<file path="src/rtl/seg_scan_driver.sv">
// Multiplexed seven-segment scan driver: shows DIGITS common-cathode digits
// from one packed hex word. Data is double-buffered so a frame never mixes
// old and new values, with optional leading-zero blanking.
module seg_scan_driver #(
  parameter int DIGITS   = 4,
  parameter int SCAN_DIV = 5000,
  parameter int DIV_W    = 13
) (
  input  logic                  Sys_CLK,
  input  logic                  Sys_RST,
  input  logic                  EN,
  input  logic                  Load,
  input  logic [4*DIGITS-1:0]   Data_Hex,
  input  logic [DIGITS-1:0]     DP,
  input  logic                  Blank_Lead,
  output logic [DIGITS-1:0]     COM,
  output logic [7:0]            SEG,
  output logic                  Frame_Done
);

  localparam int IDX_W = (DIGITS > 1) ? $clog2(DIGITS) : 1;
  localparam logic [DIV_W-1:0] LAST_DIV = DIV_W'(SCAN_DIV - 1);
  localparam logic [IDX_W-1:0] LAST_IDX = IDX_W'(DIGITS - 1);

  logic [DIV_W-1:0]    div_cnt_q, div_cnt_d;
  logic [IDX_W-1:0]    idx_q, idx_d;
  logic [4*DIGITS-1:0] sh_hex_q, sh_hex_d, act_hex_q, act_hex_d;
  logic [DIGITS-1:0]   sh_dp_q, sh_dp_d, act_dp_q, act_dp_d;
  logic [DIGITS-1:0]   com_q, com_d;
  logic [7:0]          seg_q, seg_d;
  logic                frame_done_q, frame_done_d;

  logic                tick;
  logic                frame_start;
  logic [DIGITS-1:0]   blank;
  logic                zero_run;
  logic [3:0]          cur_nib;
  logic                cur_dp;
  logic                cur_blank;
  logic [7:0]          seg_full;

  // Full SEG byte for a hex value with the dp bit clear.
  function automatic logic [7:0] hex_to_seg(input logic [3:0] h);
    case (h)
      4'h0: hex_to_seg = 8'hFC;
      4'h1: hex_to_seg = 8'h60;
      4'h2: hex_to_seg = 8'hDA;
      4'h3: hex_to_seg = 8'hF2;
      4'h4: hex_to_seg = 8'h66;
      4'h5: hex_to_seg = 8'hB6;
      4'h6: hex_to_seg = 8'hBE;
      4'h7: hex_to_seg = 8'hE0;
      4'h8: hex_to_seg = 8'hFE;
      4'h9: hex_to_seg = 8'hF6;
      4'hA: hex_to_seg = 8'hEE;
      4'hB: hex_to_seg = 8'h3E;
      4'hC: hex_to_seg = 8'h9C;
      4'hD: hex_to_seg = 8'h7A;
      4'hE: hex_to_seg = 8'h9E;
      default: hex_to_seg = 8'h8E;
    endcase
  endfunction

  // Next-state logic for prescaler, scan index, buffers and output registers.
  always_comb begin
    // NOTE: every signal gets a default before any branch, so no path leaves
    // a variable unassigned and no latch is inferred.
    tick         = EN && (div_cnt_q == LAST_DIV);
    frame_start  = tick && (idx_q == '0);
    div_cnt_d    = '0;
    idx_d        = '0;
    com_d        = '0;
    seg_d        = '0;
    frame_done_d = 1'b0;
    cur_nib      = '0;
    cur_dp       = 1'b0;
    cur_blank    = 1'b0;
    blank        = '0;
    zero_run     = 1'b1;

    sh_hex_d = Load ? Data_Hex : sh_hex_q;
    sh_dp_d  = Load ? DP       : sh_dp_q;

    // The frame-start edge shows digit 0 from the freshly copied shadow, so
    // the pattern below is computed from the next active value.
    act_hex_d = frame_start ? sh_hex_q : act_hex_q;
    act_dp_d  = frame_start ? sh_dp_q  : act_dp_q;

    // A digit is a leading zero when it and every higher nibble are zero.
    for (int i = DIGITS - 1; i >= 0; i--) begin
      zero_run = zero_run && (act_hex_d[i*4 +: 4] == 4'h0);
      blank[i] = Blank_Lead && zero_run && (i != 0);
    end

    for (int i = 0; i < DIGITS; i++) begin
      if (idx_q == IDX_W'(i)) begin
        cur_nib   = act_hex_d[i*4 +: 4];
        cur_dp    = act_dp_d[i];
        cur_blank = blank[i];
      end
    end
    seg_full = hex_to_seg(cur_nib);

    if (EN) begin
      div_cnt_d    = tick ? '0 : div_cnt_q + DIV_W'(1);
      idx_d        = idx_q;
      com_d        = com_q;
      seg_d        = seg_q;
      frame_done_d = tick && (idx_q == LAST_IDX);
      if (tick) begin
        idx_d = (idx_q == LAST_IDX) ? '0 : idx_q + IDX_W'(1);
        for (int i = 0; i < DIGITS; i++) begin
          com_d[i] = (idx_q == IDX_W'(i));
        end
        seg_d = {cur_blank ? 7'h00 : seg_full[7:1], cur_dp};
      end
    end
  end

  // State registers with synchronous reset; reset also clears both buffers.
  always_ff @(posedge Sys_CLK) begin
    if (Sys_RST) begin
      div_cnt_q    <= '0;
      idx_q        <= '0;
      sh_hex_q     <= '0;
      sh_dp_q      <= '0;
      act_hex_q    <= '0;
      act_dp_q     <= '0;
      com_q        <= '0;
      seg_q        <= '0;
      frame_done_q <= 1'b0;
    end else begin
      // NOTE: non-blocking assignments so every register samples the values
      // from before this edge, independent of statement order.
      div_cnt_q    <= div_cnt_d;
      idx_q        <= idx_d;
      sh_hex_q     <= sh_hex_d;
      sh_dp_q      <= sh_dp_d;
      act_hex_q    <= act_hex_d;
      act_dp_q     <= act_dp_d;
      com_q        <= com_d;
      seg_q        <= seg_d;
      frame_done_q <= frame_done_d;
    end
  end

  assign COM        = com_q;
  assign SEG        = seg_q;
  assign Frame_Done = frame_done_q;

endmodule

</file>
<file path="config.mk">
export PLATFORM = sky130hd
export DESIGN_NAME = seg_scan_driver
export DESIGN_NICKNAME = d
export VERILOG_FILES = /design/src/rtl/seg_scan_driver.sv
export SDC_FILE = /design/constraint.sdc
export NUM_CORES = 1
export LEC_CHECK = 0
export BUFFER_PORTS_ARGS = -buffer_cell sky130_fd_sc_hd__buf_2
export CORE_UTILIZATION = 54
export CTS_BUF_LIST = sky130_fd_sc_hd__clkbuf_2 sky130_fd_sc_hd__clkbuf_4 sky130_fd_sc_hd__clkbuf_8
export DETAILED_ROUTE_END_ITERATION = 10
export PLACE_DENSITY = 0.74
export SLEW_MARGIN = 20
export SYNTH_ARGS = -nofsm -noshare
export SYNTH_HDL_FRONTEND = slang
export SYNTH_SLANG_ARGS = --single-unit
</file>
<file path="constraint.sdc">
create_clock -name Sys_CLK -period 3 [get_ports Sys_CLK]
set_clock_uncertainty 0.05 [all_clocks]
set_input_delay 0.6 -clock Sys_CLK [delete_from_list [all_inputs] [get_ports Sys_CLK]]
set_output_delay 0.6 -clock Sys_CLK [all_outputs]
set_load 0.01 [all_outputs]
</file>
* Yosys cells after proc, flatten, opt, wreduce, memory -nomap -nowiden
Memory sizes are Yosys's and may differ from the RTL's. Index checks and enable logic that the tools add are counted.
Word-level totals: bits in registers 68, memory bits (read-only) 112, input port bits 25, output and inout bits 13, logic and storage cells 46, memories 1
Operators by class: add/sub/neg operators 2, eq/ne operators 4, mux-type cells 15, bitwise logic cells 1, reductions and logical operators 14
Memory list:
- (no name shown) | words 16, width 7, rd ports 1, clocked after memory_dff 0, wr ports 0, line 44 | case (h)
Operators with widths (number):
- 4-bit two-way mux | 5
- 16-bit two-way mux | 1
- 13-bit by 1-bit adder with 13-bit output, second input constant | 1
- 13-bit == test, second input constant | 1
- 4-bit logical NOT | 3
- 1-bit logical AND | 8
- 1-bit two-way mux | 7
- 7-bit two-way mux | 1
- 2-bit == test, second input constant | 2
- 3-bit OR reduction | 1
- 2-bit by 1-bit adder with 2-bit output, second input constant | 1
- 2-bit by 1-bit == test with 1-bit output, second input constant | 1
- 2-bit logical NOT | 1
- 2-bit two-way mux | 1
- 2-bit OR reduction | 1
- 1-bit inverter | 1

* Longest topological paths before layout
depth after elaboration 12, depth in mapped cells 16, gate-level depth less buffers 13

* Worst setup path before layout
No wires, ideal clock.
path type reg2reg, start point register div_cnt_q[6], end point register seg_q[3] (netlist: SEG[3]), setup time 0.059 ns, arrival 3.125 ns, required time 2.891 ns, setup slack -0.233 ns, cell stages (with the launch flop) 13, buffers on the path 2, clock period less this slack 3.233 ns, cells stage by stage dfxtp_1 > or4b_4 > or4_4 > buf_6 > buf_12 > mux2i_1 > o22ai_1 > o21ai_2 > inv_2 > ha_1 > or3_1 > o211ai_2 > a22o_1
On the way: word-level cells in the longest chain between the ends 12, elaborated cells on any way between the ends 21, those cells by class 1 x eq/ne; 9 x mux; 10 x reduce/logical; 1 x memory
RTL lines:
- start: declaration | line 25 | logic [DIV_W-1:0] div_cnt_q, div_cnt_d;
- start signal: assignment | line 135 | div_cnt_q <= div_cnt_d;
- 13-bit == test (*) | line 68 | tick = EN && (div_cnt_q == LAST_DIV);
- 1-bit logical AND (*) | line 68
- parallel branches: the longest is 10 deep, another holds memory 16 x 7 bit
- end signal: assignment | line 142 | seg_q <= seg_d;
- end: declaration | line 30 | logic [7:0] seg_q, seg_d;
Every way passes the cells marked *. A chain may end at the register's enable or synchronous reset.

* Final worst setup path
start point register div_cnt_q[6], end point register seg_q[2] (netlist: SEG[2])
The elaborated chain is that of the path after synthesis.

==> results.json <==
{
  "p_per_area_mw_per_mm2": 461,
  "core_area_sq_mm": 0.00557,
  "diodes": 0,
  "power.leakage_nw": 1.73,
  "power_w": 0.00185,
  "crit_path_end_kind": "register",
  "hpwl_um": 5070,
  "ys_ff_latch": 68,
  "grt_max_degree": 41,
  "netlist_area_sq_mm": 0.00318,
  "synthTopCellsByArea": "dfxtp_1, mux2i_1, nor2_1",
  "cap_violations": 0,
  "post-route-period-util_pct": 101,
  "combPwrFrac_pct": 3.8,
  "outcome": "complete, but fails checks",
  "initial_utilization_pct": 57.0,
  "clockRootBuffer": "clkbuf_8",
  "ios": 38,
  "final_util_pct": 72.0,
  "drt-initial-drc-count": 125,
  "r2r_slack_ns": -0.02,
  "layout_common_cells": "dfxtp_1, nor2_1, buf_4, mux2i_1, buf_2",
  "synthDistinctLibCells": 53,
  "syn_nets": 378,
  "ys_warn_count": 0,
  "switching_power_w": 0.000408,
  "syn_inst": 342,
  "cts_buffer_depth": 2,
  "r2r_end": "SEG[2]",
  "min_from": "SEG[1]",
  "nets": 451,
  "grt_pass1_wl_um": 11900,
  "syn_to_final_growth_pct": 26.4,
  "overflow": 0,
  "die_height_um": 78.7,
  "drive_above_1_share_pct": 31.7,
  "cts.clk_slew.worst_paths_ns": 0.07,
  "fin_ws_ns": -0.0166,
  "via_per_inst": 5.54,
  "track_usage_pct": 25.3,
  "dr.pass1.iters": 4,
  "worst_ep_arrival_time_ns": 3.22,
  "ant_nets": 0,
  "cts_buffers": 9,
  "dieArea_sq_mm": 0.00619,
  "synth-seq-area-share_pct": 42.9,
  "ir_drop_mv": 0.395,
  "path_class": "register to register",
  "switching_share_pct": 22.1,
  "hold_violations": 0,
  "gp_congestion": 0.897,
  "power.internal_w": 0.00144,
  "routed_wl_um": 7510,
  "yosys_most_used_dff": "dfxtp_1",
  "rows": 27,
  "avgSynthCellArea_sq_um": 9.29,
  "wire_per_inst_um": 15.3,
  "slew_headroom_pct": 57.3,
  "ys_async_sr_fraction_pct": 0,
  "synth_top_cell_by_area": "dfxtp_1",
  "final_common_cell": "dfxtp_1",
  "worstSetupStartpointType": "register",
  "hold_buffers": 0,
  "r2r_cells": 11,
  "cts.sinks": 68,
  "min_period_ns": 3.02,
  "worst_pin_slew_ns": 0.639,
  "cp.required_ns": 3.20,
  "whs_path_depth": 2,
  "io_buffers": 37,
  "cp_max_fo": 6,
  "antenna_found_initial": 0,
  "dp_slack_ns": -0.0943,
  "htreeDepth": 3,
  "finalSetupViolations": 1,
  "first_global_vias": 2557,
  "fillers": 424,
  "rsz0062_at_grt": "yes",
  "cts_tree": "done",
  "synth_edf_count": 0,
  "r2r-start": "div_cnt_q[6]",
  "netlist.area_leader.share_pct": 42.9,
  "clk_latency_ns": 0.35,
  "maxSlewViolCount": 0,
  "fmax_mhz": 331,
  "hold_path.class": "register to register",
  "die_w_um": 78.7,
  "clock_power_share_pct": 45.6,
  "p_seq_share_pct": 50.6,
  "whs_ns": 0.399,
  "dp_cells": 470,
  "hold_end": "SEG[1]",
  "failed_checks": "negative setup slack",
  "route.vias.total": 2724,
  "drc": 0,
  "final_cells": 492
}
==> power by group through the flow <==
stage | Combinational (W) | Sequential, W | Clock (W)
5_1_grt | 0.0000780 | 0.000938 | 0.000912
6_report | 0.0000698 | 0.000937 | 0.000845
2_1_floorplan | 0.0000449 | 0.000949 | 0
3_3_place_gp | 0.0000677 | 0.000954 | 0
3_5_place_dp | 0.0000701 | 0.000955 | 0
4_1_cts | 0.0000704 | 0.000934 | 0.000861
==> metal layers <==
layer  wire [um]  GRT usage (%)  up-vias
met5           0              0        -
met1        3190           30.1     1283
met3         392           7.67       21
met4         225           11.1        0
li1            -              -     1342
met2        3700           41.7       78
==> kinds of logic (layout without fill, tap and decap cells) <==
logic type / count (synthesis) / after routing / synth area share (%)
adder cells (fa/ha/maj): 11 / 11 / 4.33
multiplexers: 47 / 47 / 15.0
AO/OA/AOI/OAI: 48 / 48 / 11.2
XOR/XNOR: 12 / 12 / 3.31
buffers and inverters: 22 / 99 / 3.86
AND/OR/NAND/NOR: 134 / 135 / 19.5
flip-flops: 68 / 68 / 42.9
==> how the worst max path moves through the flow <==
stage	start	endpoint	cells after the start
after CTS	div_cnt_q[6]	SEG[3]	10
after global placement	div_cnt_q[6]	SEG[3]	9
after detailed placement	div_cnt_q[6]	SEG[3]	9
after global routing	div_cnt_q[10]	SEG[6]	10
after floorplan	div_cnt_q[6]	SEG[3]	12
final	div_cnt_q[6]	SEG[2]	11
==> worst max-delay path, stage by stage, from the launching register on <==
cell      delay (ns)
dfxtp_2         0.32
or4b_4          0.56
or4_4           0.60
mux2i_2         0.21
a22oi_2         0.20
o21ai_2         0.12
buf_4           0.15
buf_4           0.14
ha_1            0.19
mux2i_1         0.14
a221oi_1        0.09
a21o_1          0.16
==> state kept, by name, summed over array words and instances (netlist names) <==
name and flops:
act_hex_q 16, idx_q 2, div_cnt_q 13, Frame_Done 1, SEG 8, COM 4
act_dp_q 4, sh_dp_q 4, sh_hex_q 16
==> cells in the mapped netlist (all sizes together) (2+ instances only) <==
library cell / number
nand3: 9
a21oi: 13
o311ai: 2
or4: 4
nor3: 4
dfxtp: 68
xor2: 7
mux2i: 46
a22o: 3
nand4: 4
a211oi: 2
ha: 11
xnor2: 5
nand2: 27
nand2b: 4
a21o: 3
nor2b: 5
nor2: 63
a22oi: 3
nor4: 5
clkbuf: 9
inv: 5
and2: 3
o22ai: 2
o211ai: 4
or3: 3
buf: 7
o21ai: 6
==> repair_timing <==
| item | 4_1_cts | 5_1_grt |
|---|---|---|
| endpoints found under the setup margin | 6 | 7 |
| setup buffers | 1 | 4 |
| cloned | 1 | 0 |
| pin swaps | 1 | 6 |
| resized for setup | 2 | 26 |
==> cell type report <==
| cell class | count | area, sq um | share of cell area, % |
|---|---|---|---|
| timing repair buffer | 77 | 485 | 12.1 |
| sequential | 68 | 1370 | 34.0 |
| clock inverter | 6 | 86.3 | 2.15 |
| tap | 72 | 90.1 | 2.24 |
| multi-input combinational | 253 | 1830 | 45.5 |
| inverter | 6 | 22.5 | 0.561 |
| clock buffer | 10 | 138 | 3.43 |
==> per-stage QoR <==
stage                     TNS, ns  cell area (sq um)
final                     -0.0166               4010
after global routing       -0.287               4010
after CTS                       0               3860
after detailed placement   -0.204               3620
after global placement    -0.0407               3620
after floorplan            -0.396               3180
No activity file was read; power rests on OpenSTA's default activity.
